--- src/rtl/omsp_perfcnt.sv ---
// omsp_perfcnt: NCH-channel event counter on the openMSP430 peripheral bus.
// Latency: bus writes take effect on the next mclk edge; reads are combinational; irq lags OVF by one cycle.
// Backpressure: none, the peripheral bus always completes in one cycle.
//
// Ports:
//   mclk, reset_n        clock, asynchronous active-low reset
//   per_addr/per_din     word address and write data
//   per_en/per_we        access enable and byte write enables ([0] low, [1] high)
//   per_dout             read data, 0 when not selected or during a write
//   event_in[NCH-1:0]    event sources, synchronous to mclk
//   irq                  level overflow interrupt, |(OVF & IEN) registered
//   trig_start/trig_stop hardware GEN control, present only with PERFCNT_HWTRIG_EN
//
// Register words (per_addr[3:0]): 0 CTRL, 1 SNAP, 2 OVF, 3 IEN, 4 MODE,
// 8+2i shadow[i] low half, 9+2i shadow[i] high half.
// Optional feature macro: PERFCNT_HWTRIG_EN.
module omsp_perfcnt #(
  parameter logic [14:0] BASE_ADDR = 15'h0100,
  parameter int          NCH       = 4,
  parameter int          CNT_W     = 32
) (
  input  logic           mclk,
  input  logic           reset_n,
  input  logic [13:0]    per_addr,
  input  logic [15:0]    per_din,
  input  logic           per_en,
  input  logic [1:0]     per_we,
  output logic [15:0]    per_dout,
  input  logic [NCH-1:0] event_in,
`ifdef PERFCNT_HWTRIG_EN
  input  logic           trig_start,
  input  logic           trig_stop,
`endif
  output logic           irq
);

  localparam logic [CNT_W-1:0] CNT_ONE = CNT_W'(1);

  // Bus decode
  logic       sel, wr, rd;
  logic [3:0] idx;
  logic       wr_ctrl_lo, wr_ctrl_hi, wr_snap, wr_ovf, wr_ien, wr_mode, clr;

  assign sel        = per_en & (per_addr[13:4] == BASE_ADDR[14:5]);
  assign wr         = sel & (|per_we);
  assign rd         = sel & ~(|per_we);
  assign idx        = per_addr[3:0];
  assign wr_ctrl_lo = wr & (idx == 4'd0) & per_we[0];
  assign wr_ctrl_hi = wr & (idx == 4'd0) & per_we[1];
  assign wr_snap    = wr & (idx == 4'd1);
  assign wr_ovf     = wr & (idx == 4'd2) & per_we[0];
  assign wr_ien     = wr & (idx == 4'd3) & per_we[0];
  assign wr_mode    = wr & (idx == 4'd4) & per_we[0];
  // CLR is a strobe only; it is never stored.
  assign clr        = wr_ctrl_lo & per_din[1];

  // Most data bits are don't-care for the narrow registers.
  logic unused_din;
  assign unused_din = ^per_din;

  // State
  logic                      gen_q, gen_d;
  logic [NCH-1:0]            chen_q, chen_d;
  logic [NCH-1:0]            ovf_q, ovf_d, ovf_set;
  logic [NCH-1:0]            ien_q, ien_d;
  logic [NCH-1:0]            mode_q, mode_d;
  logic [NCH-1:0]            prev_q;
  logic                      irq_q, irq_d;
  logic [NCH-1:0][CNT_W-1:0] cnt_q, cnt_d;
  logic [NCH-1:0][CNT_W-1:0] shd_q, shd_d;

  // Edge-mode channels only count the cycle where event_in rises.
  logic [NCH-1:0] qual, inc;
  assign qual = event_in & ~(mode_q & prev_q);
  assign inc  = {NCH{gen_q}} & chen_q & qual;

  // GEN: hardware triggers first, a bus write in the same cycle overrides them.
  always_comb begin
    gen_d = gen_q;
`ifdef PERFCNT_HWTRIG_EN
    if (trig_stop) begin
      gen_d = 1'b0;
    end else if (trig_start) begin
      gen_d = 1'b1;
    end
`endif
    if (wr_ctrl_lo) begin
      gen_d = per_din[0];
    end
  end

  // Counters and shadows. SNAP samples the pre-increment value.
  always_comb begin
    cnt_d   = cnt_q;
    shd_d   = shd_q;
    ovf_set = '0;
    for (int i = 0; i < NCH; i++) begin
      if (wr_snap) begin
        shd_d[i] = cnt_q[i];
      end
      if (clr) begin
        cnt_d[i] = '0;
      end else if (inc[i]) begin
        cnt_d[i]   = cnt_q[i] + CNT_ONE;
        ovf_set[i] = &cnt_q[i];
      end
    end
  end

  always_comb begin
    chen_d = wr_ctrl_hi ? per_din[8 +: NCH]   : chen_q;
    ien_d  = wr_ien     ? per_din[NCH-1:0]    : ien_q;
    mode_d = wr_mode    ? per_din[NCH-1:0]    : mode_q;
    // Clear first, then set, so a same-cycle overflow survives W1C.
    ovf_d  = (ovf_q & ~(wr_ovf ? per_din[NCH-1:0] : {NCH{1'b0}})) | ovf_set;
    irq_d  = |(ovf_q & ien_q);
  end

  always_ff @(posedge mclk or negedge reset_n) begin
    if (!reset_n) begin
      gen_q  <= 1'b0;
      chen_q <= '0;
      ovf_q  <= '0;
      ien_q  <= '0;
      mode_q <= '0;
      prev_q <= '0;
      irq_q  <= 1'b0;
      cnt_q  <= '0;
      shd_q  <= '0;
    end else begin
      gen_q  <= gen_d;
      chen_q <= chen_d;
      ovf_q  <= ovf_d;
      ien_q  <= ien_d;
      mode_q <= mode_d;
      prev_q <= event_in;
      irq_q  <= irq_d;
      cnt_q  <= cnt_d;
      shd_q  <= shd_d;
    end
  end

  assign irq = irq_q;

  // Read mux. Shadows are zero-extended to 32 bits so the high half reads 0 when CNT_W=16.
  logic [15:0] rdata;
  logic [31:0] sh32;
  always_comb begin
    rdata = '0;
    sh32  = '0;
    case (idx)
      4'd0: begin
        rdata[0]         = gen_q;
        rdata[8 +: NCH]  = chen_q;
      end
      4'd2:    rdata[NCH-1:0] = ovf_q;
      4'd3:    rdata[NCH-1:0] = ien_q;
      4'd4:    rdata[NCH-1:0] = mode_q;
      default: begin
        if (idx[3]) begin
          for (int i = 0; i < NCH; i++) begin
            if (idx[2:1] == 2'(i)) begin
              sh32 = 32'(shd_q[i]);
            end
          end
          rdata = idx[0] ? sh32[31:16] : sh32[15:0];
        end
      end
    endcase
    per_dout = rd ? rdata : 16'h0000;
  end

endmodule

--- config.mk ---
export PLATFORM = sky130hd
export DESIGN_NAME = omsp_perfcnt
export DESIGN_NICKNAME = d
export VERILOG_FILES = /design/src/rtl/omsp_perfcnt.sv
export SDC_FILE = /design/constraint.sdc
export NUM_CORES = 1
export LEC_CHECK = 0
export BUFFER_PORTS_ARGS = -buffer_cell sky130_fd_sc_hd__buf_4
export CORE_MARGIN = 3
export CORE_UTILIZATION = 63
export DETAILED_ROUTE_END_ITERATION = 6
export GPL_TIMING_DRIVEN = 0
export PLACE_DENSITY = 0.91
export SYNTH_ARGS = -nofsm -noshare
export SYNTH_HDL_FRONTEND = slang
export SYNTH_SLANG_ARGS = --single-unit
--- constraint.sdc ---
create_clock -name mclk -period 4.9 [get_ports mclk]
set_input_delay 0.49 -clock mclk [delete_from_list [all_inputs] [get_ports mclk]]
set_output_delay 0.49 -clock mclk [all_outputs]
set_load 0.005 [all_outputs]
==> impl_metrics.csv <==
group,metric,value,unit
yosys,yosysSeqAreaShare,47.37,%
yosys,synth_xor_xnor_area_share,1.849,%
power,netSwitchingFraction,21.47,%
timing,tightest_slew,1372,ps
grt,antenna_found_initial,1,
yosys,ys.flop_type,"dfrtp_1",
grt,grt_usage,35.60,%
drt,route.detailed.drc,0,
floorplan,die_x,158.7,um
place,portBuffers,45,
cts,numCtsBuffers,30,
floorplan,io_pins,56,
cts,cts_tree,"yes",
cts,numClockSinks,278,
cts,clockBufferDepth,3,
place,place.gp.congestion,0.9852,
cts,cts_max_level,1,
timing,period_minus_slack,3577,ps
power,p_clk_share,50.1,%
grt,overflow,0,
timing,setup_tns,0,ps
floorplan,chipHeight,158.7,um
drt,first_pass_iters,6,
run_status,violations,"negative hold slack",
run,maxCapViolCount,0,
final_layout,fillers,1482,
power,p_sw,1.056,mW
timing,rsz0062_at_grt,"false",
setup_path,endpoint_kind,"primary output",
setup_path,arrival,3090,ps
power,p_int,3.862,mW
floorplan,initial_utilization,64.47,%
timing,drv_slew,0,
drt,initialDrtViolationCount,1491,
final_layout,final_nets,1407,
floorplan,design.die.area,0.02518,sq mm
final_layout,layout_commonest_cell,"dfrtp_1",
grt,grt_pass1_wl,67980,um
power,p_seq_share,46.7,%
drt,wire_per_inst,26.12,um
final_layout,antenna_cells,0,
setup_path,crit_required,4410,ps
cts,insertion_delay,560,ps
hold_path,hold_path.class,"input pin to async pin",
drt,wirelength,44360,um
setup_path,worstPathMaxFanout,10,
yosys,synth_warnings,0,
setup_path,r2r_cells,6,
yosys,synth_top_family_by_area,"multiplexers",
timing,period_share,73.00,%
yosys,syn_inst,1285,
yosys,synth_edf_count,0,
setup_path,reg2reg_to,"cnt_q[118]",
power,fin_total_pwr,4.917,mW
setup_path,cp-endpoint,"per_dout[3]",
yosys,synth_async_sr_flop_share,100.0,%
timing,finClkSkew,10.91,ps
yosys,yosys.area_share.simple,16.38,%
grt,grt_max_degree,101,
timing,max_slew_margin,8.203,%
floorplan,design.core.area,0.02278,sq mm
cts,ctsResizeCount,0,
timing,hold_ws,-28.38,ps
drt,ant_nets,0,
final_layout,layout-drive-gt1-share,21.44,%
drt,vias,11789,
yosys,synth_area_per_cell,11.43,sq um
yosys,synth_nets,1328,
yosys,synth_mux_area_share,19.87,%
power,ir_drop,0.0003509,V
yosys,synth_cell_types,64,
final_layout,area_delta_synth_final,12.69,%
place,dpl.hpwl,31520,um
floorplan,rows,55,
cts,clockRootBuffer,"clkbuf_16",
setup_path,worst_setup_path_start_kind,"input pin",
drt,avgViaCountPerCell,6.943,
setup_path,cp-startpoint,"per_addr[1]",
cts,cts-hold-fix-buffers,0,
timing,final-setup-viol-count,0,
yosys,synth-seq-cells,278,
timing,fmax,0.2795,GHz
setup_path,rrSetupSlack,1990,ps
setup_path,r2r_start,"gen_q",
grt,grt_pass1_vias,11469,
run_status,status,"finished with violations",
power,p_leak,7.481,nW
setup_path,crit_type,"input pin to primary output",
cts,cts_setup_buffers,0,
cts,clkSlewWorstSetupHoldPaths,60,ps
final_layout,final_cell_mix,"dfrtp_1, mux2_4, a21oi_1",
yosys,synth_compound_area_share,10.58,%
yosys,yosys.area_share.adder,0.3408,%
power,powerDensity,297.1,mW/mm^2
timing,hold_violations,55,
power,comb_power_share,3.2,%
yosys,syn-cell-area,0.01469,sq mm
==> logic make-up (layout without fill, tap and decap cells) <==
family	count (synthesis)	count (layout)
AND/OR/NAND/NOR	408	408
flip-flops	278	278
AO/OA/AOI/OAI	250	250
multiplexers	203	203
buffers and inverters	111	211
XOR/XNOR	31	31
adder cells (fa/ha/maj)	4	4
==> per-stage QoR <==
stage	hold WS, ps	instance area [sq um]	instances	setup WS (ps)	util (%)
after floorplan	194.4	14690	1285	2326	-
after global placement	482.5	15410	1643	1065	67.67
after detailed placement	491.6	15480	1645	1235	67.95
after CTS	9.130	16550	1698	1386	72.66
after global routing	34.11	16550	1698	1166	72.66
final	-28.38	16550	1698	1323	72.66
==> cells in the mapped netlist (3+ instances only) <==
library cell    n  area [sq um]
nand2_1        55         206.5
nor3_1         12         60.06
nand4_1        50         312.8
mux2i_1        35         350.3
mux2_2         28         315.3
nand3b_1        3         22.52
mux2_4        120          1802
o2bb2ai_1       4         35.03
a211oi_1        3         22.52
dfrtp_1       278          6957
o21a_1          5         37.54
nor4b_1         4         35.03
buf_6          14         157.7
or4_1          54         405.4
a21oi_1        81         405.4
buf_1           3         11.26
nor2_1         62         232.7
and2_1         14         87.58
buf_2           6         30.03
a221oi_1        4         35.03
and4_1         21         183.9
nor2b_1         7         43.79
mux4_2         20         450.4
a22oi_1         4         30.03
o31ai_1        51         382.9
xor2_1         19         166.4
nor4_1         19         118.9
nand4b_1        3         26.28
o21bai_1       15         112.6
xnor2_1        12         105.1
nand3_1        42         210.2
clkbuf_1       66         247.7
o211ai_1        3         22.52
ha_1            4         50.05
or3_1          30         187.7
or2_2           5         31.28
and3_1         13         81.33
inv_1          22         82.58
nor3b_1         4         30.03
o21ai_0        59         295.3
==> critical path, cell delays in order <==
cell and delay [ps]:
buf_4 100, clkbuf_1 390, buf_2 390, clkbuf_1 550, nand3b_1 160, o211ai_1 130
o2111ai_1 150, a221oi_1 510, buf_4 200
==> state kept, by name (all words and copies together) (netlist names) <==
name,count
gen_q,1
ien_q,4
ovf_q,4
shd_q,128
mode_q,4
prev_q,4
irq,1
cnt_q,128
chen_q,4
==> final cells by class <==
cell class	count	area, sq um	share of cell area, %
clock buffer	43	890.9	5.383
tap	313	391.6	2.366
inverter	22	82.58	0.4990
buffer	89	446.7	2.699
sequential	278	6957	42.04
timing repair buffer	47	400.4	2.419
multi-input combinational	896	7199	43.50
clock inverter	10	181.4	1.096
==> power groups by stage <==
stage	Combinational (mW)	Sequential, mW	Clock [mW]
after floorplan	0.0582	2.34	0
after global placement	0.145	2.34	0
after detailed placement	0.154	2.34	0
after CTS	0.155	2.30	2.46
after global routing	0.167	2.30	2.56
final	0.155	2.30	2.46
==> layer usage <==
layer | share of wire [%] | wire length [um] | track usage, %
met2 | 46 | 20260 | 55.20
met1 | 38 | 16720 | 47.28
met4 | 6.0 | 2678 | 17.45
met5 | 0.034 | 15 | 0
met3 | 11 | 4683 | 8.698
==> worst min path at each step <==
stage / to / slack [ps] / cells past startpoint
after global routing: cnt_q[24] / 30 / 1
after detailed placement: shd_q[127] / 490 / 1
after CTS: cnt_q[24] / 9 / 1
final: cnt_q[24] / -30 / 1
after global placement: shd_q[127] / 480 / 1
after floorplan: chen_q[0] / 190 / 0
Note: power is estimated with default switching activity, not from simulation.
